[src/rtl/adder_operand_controller.sv]
// adder_operand_controller
// Sequential front end for a WIDTH-bit combinational adder. Holds the
// accumulator (A) and operand (B) registers that drive the adder inputs.
// A rising edge on Run holds both operands stable for SETTLE_CYCLES clocks.
// It then captures the adder Sum/CO back into A and CO_reg.
module adder_operand_controller #(
    parameter int WIDTH         = 16,
    parameter int SETTLE_CYCLES = 1
) (
    input  logic             Clk,
    input  logic             Reset,
    input  logic [WIDTH-1:0] SW,
    input  logic             LoadB,
    input  logic             ClearA,
    input  logic             Run,
    input  logic [WIDTH-1:0] Sum,
    input  logic             CO,
    output logic [WIDTH-1:0] A,
    output logic [WIDTH-1:0] B,
    output logic             CO_reg,
    output logic             Busy,
    output logic             Done
);

    typedef enum logic [1:0] {
        IDLE   = 2'd0,
        SETTLE = 2'd1,
        HOLD   = 2'd2
    } state_t;

    // Counter preload: SETTLE_CYCLES-1 so that the capture lands exactly
    // SETTLE_CYCLES edges after the start edge (legal range 1..15).
    localparam logic [3:0] CNT_INIT = 4'(SETTLE_CYCLES - 1);

    state_t           state_reg;
    logic [3:0]       cnt_reg;
    logic             run_prev_reg;
    logic             run_armed_reg;
    logic [WIDTH-1:0] a_reg;
    logic [WIDTH-1:0] b_reg;
    logic             co_reg;
    logic             busy_reg;
    logic             done_reg;
    logic             start;

    // A start needs a fresh press: Run must have been seen low since reset,
    // so a button still held through a reset cannot trigger an add.
    assign start = Run && !run_prev_reg && run_armed_reg;

    // Control FSM with the operand/result registers; every output is registered.
    always_ff @(posedge Clk) begin
        if (Reset) begin
            state_reg     <= IDLE;
            cnt_reg       <= '0;
            run_prev_reg  <= 1'b0;
            run_armed_reg <= 1'b0;
            a_reg         <= '0;
            b_reg         <= '0;
            co_reg        <= 1'b0;
            busy_reg      <= 1'b0;
            done_reg      <= 1'b0;
        end else begin
            run_prev_reg <= Run;
            if (!Run) begin
                run_armed_reg <= 1'b1;
            end
            done_reg <= 1'b0;

            case (state_reg)
                IDLE: begin
                    if (LoadB) begin
                        b_reg <= SW;
                    end
                    if (ClearA) begin
                        a_reg  <= '0;
                        co_reg <= 1'b0;
                    end
                    if (start) begin
                        state_reg <= SETTLE;
                        cnt_reg   <= CNT_INIT;
                        busy_reg  <= 1'b1;
                    end
                end

                SETTLE: begin
                    // Operands stay frozen here so the adder output can settle.
                    if (cnt_reg != 4'd0) begin
                        cnt_reg <= cnt_reg - 4'd1;
                    end else begin
                        a_reg     <= Sum;
                        co_reg    <= CO;
                        done_reg  <= 1'b1;
                        state_reg <= HOLD;
                    end
                end

                HOLD: begin
                    // Wait for the button release so one press gives one add.
                    if (!Run) begin
                        state_reg <= IDLE;
                        busy_reg  <= 1'b0;
                    end
                end

                default: begin
                    state_reg <= IDLE;
                    busy_reg  <= 1'b0;
                end
            endcase
        end
    end

    assign A      = a_reg;
    assign B      = b_reg;
    assign CO_reg = co_reg;
    assign Busy   = busy_reg;
    assign Done   = done_reg;

endmodule

[config.mk]
export PLATFORM = sky130hd
export DESIGN_NAME = adder_operand_controller
export DESIGN_NICKNAME = d
export VERILOG_FILES = /design/src/rtl/adder_operand_controller.sv
export SDC_FILE = /design/constraint.sdc
export NUM_CORES = 1
export LEC_CHECK = 0
export ABC_AREA = 0
export CORE_ASPECT_RATIO = 0.6
export CORE_UTILIZATION = 45
export CTS_BUF_LIST = sky130_fd_sc_hd__clkbuf_2 sky130_fd_sc_hd__clkbuf_4 sky130_fd_sc_hd__clkbuf_8
export CTS_CLUSTER_DIAMETER = 120
export DETAILED_ROUTE_END_ITERATION = 8
export PLACE_DENSITY = 0.86
export SLEW_MARGIN = 20
export SYNTH_ARGS = -nofsm -noshare
export SYNTH_HDL_FRONTEND = slang
export SYNTH_SLANG_ARGS = --single-unit
export TNS_END_PERCENT = 50
[constraint.sdc]
create_clock -name Clk -period 2.6 [get_ports Clk]
set_input_delay 0.26 -clock Clk [delete_from_list [all_inputs] [get_ports Clk]]
set_output_delay 0.26 -clock Clk [all_outputs]
set_load 0.02 [all_outputs]
* Word level (Yosys, flattened, before mapping)
Cells that the tools add are included.
** Storage, ports and cells
- Word-level logic and storage cells :: 47
- Input bits :: 38
- Register bits :: 43
- Output and inout port bits :: 35
** Operators by class
- Bitwise logic cells :: 1
- Equality and inequality tests :: 7
- Muxes and demuxes :: 17
- Reduce and logical (&&, ||, !) cells :: 12
- $add $sub $neg :: 1
** Operator list (count)
- 16-bit 2-to-1 mux :: 2
- 16-bit one-hot mux with 2 select lines :: 1
- 3-bit AND reduction :: 4
- 2-bit inequality test (second input constant) :: 5
- 4-bit 2-to-1 mux :: 2
- 4-bit one-hot mux with 2 select lines :: 1
- 2-bit 2-to-1 mux :: 3
- 2-bit one-hot mux with 3 select lines :: 1
- 1-bit 2-to-1 mux :: 5
- 4-bit nonzero test :: 1
- 4-bit by 1-bit subtractor with 4-bit output (second input constant) :: 1
- 1-bit one-hot mux with 3 select lines :: 1
- 2-bit by 1-bit == test with 1-bit output (second input constant) :: 1
- 2-bit == test (second input constant) :: 1
- 1-bit logical AND :: 2
- 2-bit logical NOT :: 1
- 1-bit one-hot mux with 2 select lines :: 1
- 2-bit AND reduction :: 1
- 2-bit nonzero test :: 1
- 2-bit OR reduction :: 1
- 1-bit logical NOT :: 1
- 1-bit NOT :: 1

* Longest topological paths before layout
Gate-level depths: netlist of run 1.
- Depth in word-level cells :: 5
- Mapped depth :: 6
- Gate-level depth less buffers :: 5

* Least setup slack after synthesis of run 1
Ideal clock, no wire load.
- Path kind :: register to register
- Start point :: register cnt_reg[0]
- End point :: register a_reg[10] (netlist: A[10])
- Data required time :: 2.483 ns
- Slack :: 1.059 ns
- Buffers on the path :: 1
- Cell stages (with the launch flop) :: 7
- Data arrival time :: 1.424 ns
- Clock period less this slack :: 1.541 ns
- Setup time :: 0.117 ns
- Cells stage by stage :: dfxtp_1 -> inv_1 -> ha_1 -> nor4bb_2 -> o31ai_4 -> buf_6 -> a22o_1
** On the way
- Longest elaborated chain between the ends :: 3
** RTL lines
- start: declaration :: RTL line 36 : logic [3:0] cnt_reg;
- start signal: assignment :: RTL line 88 : cnt_reg <= cnt_reg - 4'd1;
- 4-bit nonzero test :: RTL line 87 : if (cnt_reg != 4'd0) begin
- 2-bit inequality test (no line)
- 3-bit AND reduction (no line)
- end signal: assignment :: RTL line 90 : a_reg <= Sum;
- end: declaration :: RTL line 39 : logic [WIDTH-1:0] a_reg;
Every way passes these cells.
A chain may end at the register's enable or synchronous reset.

* Worst setup path after layout of run 1
- Start point :: register cnt_reg[0]
- End point :: register a_reg[6] (netlist: A[6])
Same word-level chain as after synthesis.

==> run summary, run 1 <==
Worst-Margin Slew: 687 ps
first-pass GRT wire length: 5580 um
Mapped Area: 1600 um^2
fill count: 267
Top-Level Pins: 73
Pwr Density: 549 nW/um^2
worst-case clock skew: 7.16 ps
total gr overflow: 0
LEAKAGE: 0.909 nW
DRT Pass-1 Iters: 4
Net count, final: 272
critical path fanouts, max: 17
CP Capture Type: register
Distinct cells, synth: 30
CTS sink count: 43
WL final: 3760 um
Data required, critical path: 2840 ps
crit start category: register
initial antenna violation count: 0
CP Class: reg -> reg
area of the multi-input gates: 657 um^2
Initial Util: 48.1%
status: finished, final reports clean
die height: 48.2 um
core area: 3320 um^2
Routability Congestion: 0.804
ratio of cells with drive above 1 in the final layout: 6.87%
sequential share of the synthesized area: 53.9%
pin count of the biggest net entering global routing: 19
Mapped Cells: 161
die footprint: 3800 um^2
Placed Instances: 270
Mapped Nets: 201
Finished Layout Cells: 278
Hold/Removal Path Class: reg -> reg
Final setup violation count: 0
Total GRT Usage: 20.1%
# rows: 16
Max IR drop VDD: 409 uV
port bufs: 72
largest cells by area after synthesis: dfxtp_1 (54%), a22o_1 (9.3%), nand2_1 (7.8%)
antenna cells: 0
CTS H-Tree Depth: 2
CTS Buffer Depth: 2
DPL Wire Length: 2580 um
CP max stage delay: 620 ps
Syn Area/Cell: 9.92 um^2
Antenna Violating Nets Remaining: 0
Clock Pin Slew Worst Setup and Hold Paths: 80 ps
Hold Vio Cnt, Final: 0
warnings from Yosys: 0
Max Cap Viol: 0
DP Worst Slack: 578 ps
CTS resizes: 0
worst-path cell with the longest stage delay: o31ai_4
setup bufs post-CTS: 0
Worst Path Buf+Inv: 1
Die Wd: 78.9 um
register area: 861 um^2
max-slew violation count: 0
CTS Buf Count: 5
leading cell type in the layout, fill and taps excluded: clkdlybuf4s50_1
Synth area leader: dfxtp_1
Synth top area share: 53.9%
area delta synth->final: 51.8%
Vias/cell: 4.99
Final Cycle Share: 69.4%
CTS root buf: clkbuf_8
family with the most delay on the worst path: compound AO/OA/AOI/OAI gates
Fin Hold WS: 456 ps
Clk Latency, worst-skew pair: 300 ps
R2R Setup Slk: 800 ps
RSZ-0062 raised after global routing: no
worst-path cell chain: inv_1, ha_1, nor4bb_2, o31ai_4, a22o_1
most frequent cells in the layout: clkdlybuf4s50_1 (72), dfxtp_1 (43), nand2_1 (33)
Residual DRC: 0
setup ws final: 796 ps
CTS tree: done
vias in the first global route: 1157
Peak Freq: 554 MHz
Total Neg Setup Slack: 0 ps
# hold bufs at CTS: 0
Worst EP arrival: 2040 ps
per-cell routed wire length: 13.5 um
DR iter-0 viols: 28
DR vias: 1386
Seq cells post-synth: 43
relative max-transition margin: 54.2%
final critical path time including I/O delays and setup: 1800 ps
==> final timing paths <==
path	start	to	cells past startpoint
min	run_armed_reg	run_armed_reg	2
max reg2reg	cnt_reg[0]	A[6]	5
max	cnt_reg[0]	A[6]	5
min reg2reg	run_armed_reg	run_armed_reg	2
==> cells in the mapped netlist (all sizes together) <==
cell type  instances
nor2               2
dfxtp             43
a22oi              1
o32ai              1
nand3              1
o311ai             1
nand2b             4
buf                6
clkbuf             4
nor4bb             1
nor3               1
nand2             33
or3b               1
a211oi             1
or4b               1
a21o               1
nor2b              5
nor3b              3
a22o              17
a21oi             19
a31oi              1
ha                 2
o22ai              2
inv                6
nand4bb            1
o31ai              1
or3                1
or4                1
==> logic make-up (layout without fill, tap and decap cells) <==
family | Yosys count | in the layout | synth area share (%)
AO/OA/AOI/OAI | 45 | 45 | 20.3
buffers and inverters | 16 | 88 | 5.01
adder cells (fa/ha/maj) | 2 | 2 | 1.57
AND/OR/NAND/NOR | 55 | 55 | 19.3
flip-flops | 43 | 43 | 53.9
==> layout make-up <==
| class | count | area share [%] |
|---|---|---|
| clock buffers | 5 | 2.84 |
| clock inverters | 3 | 0.980 |
| inverters | 6 | 0.929 |
| multi-input cells | 102 | 27.1 |
| flip-flops and latches | 43 | 35.5 |
| well taps | 45 | 2.32 |
| repair buffers | 74 | 30.3 |
==> stage by stage <==
step	instance area [um^2]	power, W	utilization [%]
2_1_floorplan	1600	0.000800	-
3_3_place_gp	2330	0.000909	70.2
3_5_place_dp	2330	0.000910	70.2
4_1_cts	2420	0.00135	73.0
5_1_grt	2420	0.00139	73.0
6_report	2420	0.00133	73.0
==> where the power goes <==
group,total [W],internal (W),switching (W),leakage (nW)
Clock,0.000435,0.000192,0.000243,0.0408
Sequential,0.000698,0.000683,0.0000146,0.351
Combinational,0.000199,0.000110,0.0000886,0.517
==> metal layers <==
metal | up-vias | share of wire (%) | global-route usage, %
met5 | - | 0 | 0
met4 | 0 | 0.90 | 7.64
met3 | 7 | 8.4 | 6.54
met2 | 51 | 40 | 29.6
met1 | 626 | 50 | 27.8
li1 | 702 | - | -
==> worst register-to-register path, delay by kind of cell (launching register included) <==
family          cells  cell delay (ps)
compound gates      2              870
flops               1              390
fa+ha+maj           1              220
simple gates        1              190
buf+inv             1               80
No activity file was read; power rests on OpenSTA's default activity.
==> run 2, diff against run 1 <==
--- a/config.mk
+++ b/config.mk
@@ -7,11 +7,11 @@
 export LEC_CHECK = 0
 export ABC_AREA = 0
 export CORE_ASPECT_RATIO = 0.6
-export CORE_UTILIZATION = 45
+export CORE_UTILIZATION = 42
 export CTS_BUF_LIST = sky130_fd_sc_hd__clkbuf_2 sky130_fd_sc_hd__clkbuf_4 sky130_fd_sc_hd__clkbuf_8
 export CTS_CLUSTER_DIAMETER = 120
 export DETAILED_ROUTE_END_ITERATION = 8
-export PLACE_DENSITY = 0.86
+export PLACE_DENSITY = 0.81
 export SLEW_MARGIN = 20
 export SYNTH_ARGS = -nofsm -noshare
 export SYNTH_HDL_FRONTEND = slang
==> constraint.sdc (replaced) <==
create_clock -name Clk -period 1.85 [get_ports Clk]
set_input_delay 0.185 -clock Clk [delete_from_list [all_inputs] [get_ports Clk]]
set_output_delay 0.185 -clock Clk [all_outputs]
set_load 0.02 [all_outputs]
==> run 2 against run 1 <==
Against the previous run:
- worst setup slack lost 600 ps
- global-route usage fell by 0.59 points
- flip-flop and latch count stayed put
- fmax is 9.0% higher
- via count increased by 1.6%
- clock skew is 4.5 ps lower
- die area increased by 6.9%
- sequential share of layout area is 0.45 points lower
- routed wire length is 1.5% lower
- critical path type unchanged
- combinational power up 45%
==> run summary, run 2 (synthesized netlist as in run 1, its figures left out) <==
Worst EP arrival: 1840 ps (was 2040 ps)
LEAKAGE: 0.936 nW (was 0.909 nW)
worst-path cell chain: inv_1, ha_1, nor4bb_2, o31ai_4, buf_12, a22o_1 (was inv_1, ha_1, nor4bb_2, o31ai_4, a22o_1)
worst-path cell with the longest stage delay: nor4bb_2 (was o31ai_4)
Hold Crit Start: SW[3] (was run_armed_reg)
family with the most delay on the worst path: simple AND/OR/NAND/NOR gates (was compound AO/OA/AOI/OAI gates)
Max IR drop VDD: 462 uV (was 409 uV)
crit start category: register (unchanged)
die height: 49.8 um (was 48.2 um)
Worst Path Buf+Inv: 2 (was 1)
reg2reg start: cnt_reg[0] (unchanged)
Total Neg Setup Slack: 0 ps (unchanged)
vias in the first global route: 1223 (was 1157)
CTS tree: done (unchanged)
RSZ-0062 raised after global routing: no (unchanged)
max-slew violation count: 0 (unchanged)
worst-case clock skew: 2.70 ps (was 7.16 ps)
CTS Buf Count: 5 (unchanged)
Placed Instances: 272 (was 270)
uppermost layer routed: met4 (unchanged)
Clk Latency, worst-skew pair: 290 ps (was 300 ps)
# hold bufs at CTS: 0 (unchanged)
CP Class: reg -> reg (unchanged)
per-cell routed wire length: 13.2 um (was 13.5 um)
P_sw: 0.000436 W (was 0.000346 W)
DRT Pass-1 Iters: 4 (unchanged)
combinational share of power: 15.5% (was 14.9%)
Finished Layout Cells: 281 (was 278)
status: finished, final reports clean (unchanged)
switching fraction of total power: 23.5% (was 26.0%)
DR vias: 1408 (was 1386)
Final Cycle Share: 89.5% (was 69.4%)
first-pass GRT wire length: 5930 um (was 5580 um)
CTS resizes: 0 (unchanged)
Die Wd: 81.6 um (was 78.9 um)
Peak Freq: 604 MHz (was 554 MHz)
Final setup violation count: 0 (unchanged)
DR iter-0 viols: 29 (was 28)
total gr overflow: 0 (unchanged)
Vias/cell: 5.01 (was 4.99)
WL final: 3700 um (was 3760 um)
Clock Pin Slew Worst Setup and Hold Paths: 70 ps (was 80 ps)
CTS root buf: clkbuf_8 (unchanged)
core area: 3440 um^2 (was 3320 um^2)
post-route core utilization: 71.3% (was 73.0%)
Top-Level Pins: 73 (unchanged)
CP Capture Type: register (unchanged)
CTS sink count: 43 (unchanged)
final critical path time including I/O delays and setup: 1660 ps (was 1800 ps)
ratio of cells with drive above 1 in the final layout: 8.05% (was 6.87%)
Max Cap Viol: 0 (unchanged)
CTS H-Tree Depth: 2 (unchanged)
relative max-transition margin: 63.7% (was 54.2%)
antenna cells: 0 (unchanged)
critical path fanouts, max: 17 (unchanged)
Hold/Removal Path Class: in -> reg (was reg -> reg)
Pint: 0.00142 W (was 0.000985 W)
area delta synth->final: 53.7% (was 51.8%)
Total GRT Usage: 19.5% (was 20.1%)
CTS Buffer Depth: 2 (unchanged)
# rows: 16 (unchanged)
most frequent cells in the layout: clkdlybuf4s50_1 (72), dfxtp_1 (43), nand2_1 (33) (unchanged)
DPL Wire Length: 2690 um (was 2580 um)
Hold Vio Cnt, Final: 0 (unchanged)
initial antenna violation count: 0 (unchanged)
Antenna Violating Nets Remaining: 0 (unchanged)
met2 WL: 1440 um (was 1520 um)
Data required, critical path: 2030 ps (was 2840 ps)
Routability Congestion: 0.825 (was 0.804)
Initial Util: 46.4% (was 48.1%)
leading cell type in the layout, fill and taps excluded: clkdlybuf4s50_1 (unchanged)
Net count, final: 275 (was 272)
CP max stage delay: 400 ps (was 620 ps)
pin count of the biggest net entering global routing: 19 (unchanged)
Clk pwr share: 31.5% (was 32.7%)
sequential share of power: 52.9% (was 52.4%)
port bufs: 72 (unchanged)
Met1 Routed Length: 1830 um (was 1890 um)
Worst-Margin Slew: 545 ps (was 687 ps)
die footprint: 4060 um^2 (was 3800 um^2)
routed length on met3: 390 um (was 316 um)
Residual DRC: 0 (unchanged)
Critical path origin: cnt_reg[0] (unchanged)
Pwr Density: 755 nW/um^2 (was 549 nW/um^2)
run 2: changes by cell type in the layout (fill, tap and decap cells not counted), sizes merged:
cell | before | now
clkinv | 0 | 1
buf | 2 | 5
inv | 7 | 6
clkinvlp | 2 | 0
clkbuf | 5 | 7
run 2: worst min-delay path, cell delays in order:
cell and delay (ps):
clkdlybuf4s50_1 390, nand2_1 50, a21oi_1 50
run 2: metal layers:
metal	track usage, %	vias up
li1	-	710
met2	26.9	51
met1	26.9	640
met4	6.14	0
met5	0	-
met3	8.33	7
run 2: final timing paths:
path / endpoint / slack, ps / cells past startpoint
worst min register to register: run_armed_reg / 450 / 2
worst max register to register: A[4] / 190 / 6
worst min-delay path: B[3] / 440 / 3
worst max-delay path: A[4] / 190 / 6
run 2: area by class of cell:
type | instances | area (um^2)
clock buffers | 7 | 83.8
well taps | 45 | 56.3
repair buffers | 77 | 771
multi-input cells | 102 | 657
flip-flops and latches | 43 | 861
fillers | 276 | 987
inverters | 6 | 22.5
clock inverters | 1 | 5.00
run 2: metrics by stage:
| step | hold slack, ps | worst slack [ps] | power [W] | cell area (um^2) |
|---|---|---|---|---|
| 3_3_place_gp | 440 | 90.3 | 0.00128 | 2350 |
| 4_1_cts | 430 | 13.6 | 0.00187 | 2440 |
| 6_report | 436 | 194 | 0.00185 | 2460 |
| 3_5_place_dp | 442 | 10.8 | 0.00128 | 2350 |
| 2_1_floorplan | 281 | 309 | 0.00112 | 1600 |
| 5_1_grt | 440 | 122 | 0.00195 | 2460 |
run 2: timing repair:
| item | in CTS | in global routing |
|---|---|---|
| setup endpoints to repair | 17 | 17 |
| hold endpoints to repair | 0 | 0 |
| setup buffers | 0 | 1 |
| pin swaps | 1 | 1 |
run 2: power by group through the flow:
stage / Combinational, W / Clock (W) / Sequential, W
after global placement: 0.000278 / 0 / 0.00100
after CTS: 0.000283 / 0.000602 / 0.000981
final: 0.000288 / 0.000584 / 0.000981
after global routing: 0.000309 / 0.000652 / 0.000986
after detailed placement: 0.000281 / 0 / 0.00100
after floorplan: 0.0000883 / 0 / 0.00104
==> run 3, diff against run 2 <==
--- a/config.mk
+++ b/config.mk
@@ -9,8 +9,9 @@
 export CORE_ASPECT_RATIO = 0.6
 export CORE_UTILIZATION = 42
 export CTS_BUF_LIST = sky130_fd_sc_hd__clkbuf_2 sky130_fd_sc_hd__clkbuf_4 sky130_fd_sc_hd__clkbuf_8
-export CTS_CLUSTER_DIAMETER = 120
+export CTS_CLUSTER_DIAMETER = 50
 export DETAILED_ROUTE_END_ITERATION = 8
+export GPL_TIMING_DRIVEN = 1
 export PLACE_DENSITY = 0.81
 export SLEW_MARGIN = 20
 export SYNTH_ARGS = -nofsm -noshare
==> results of run 3 <==
The final DEF is identical to that of run 2; final timing and power are the same.
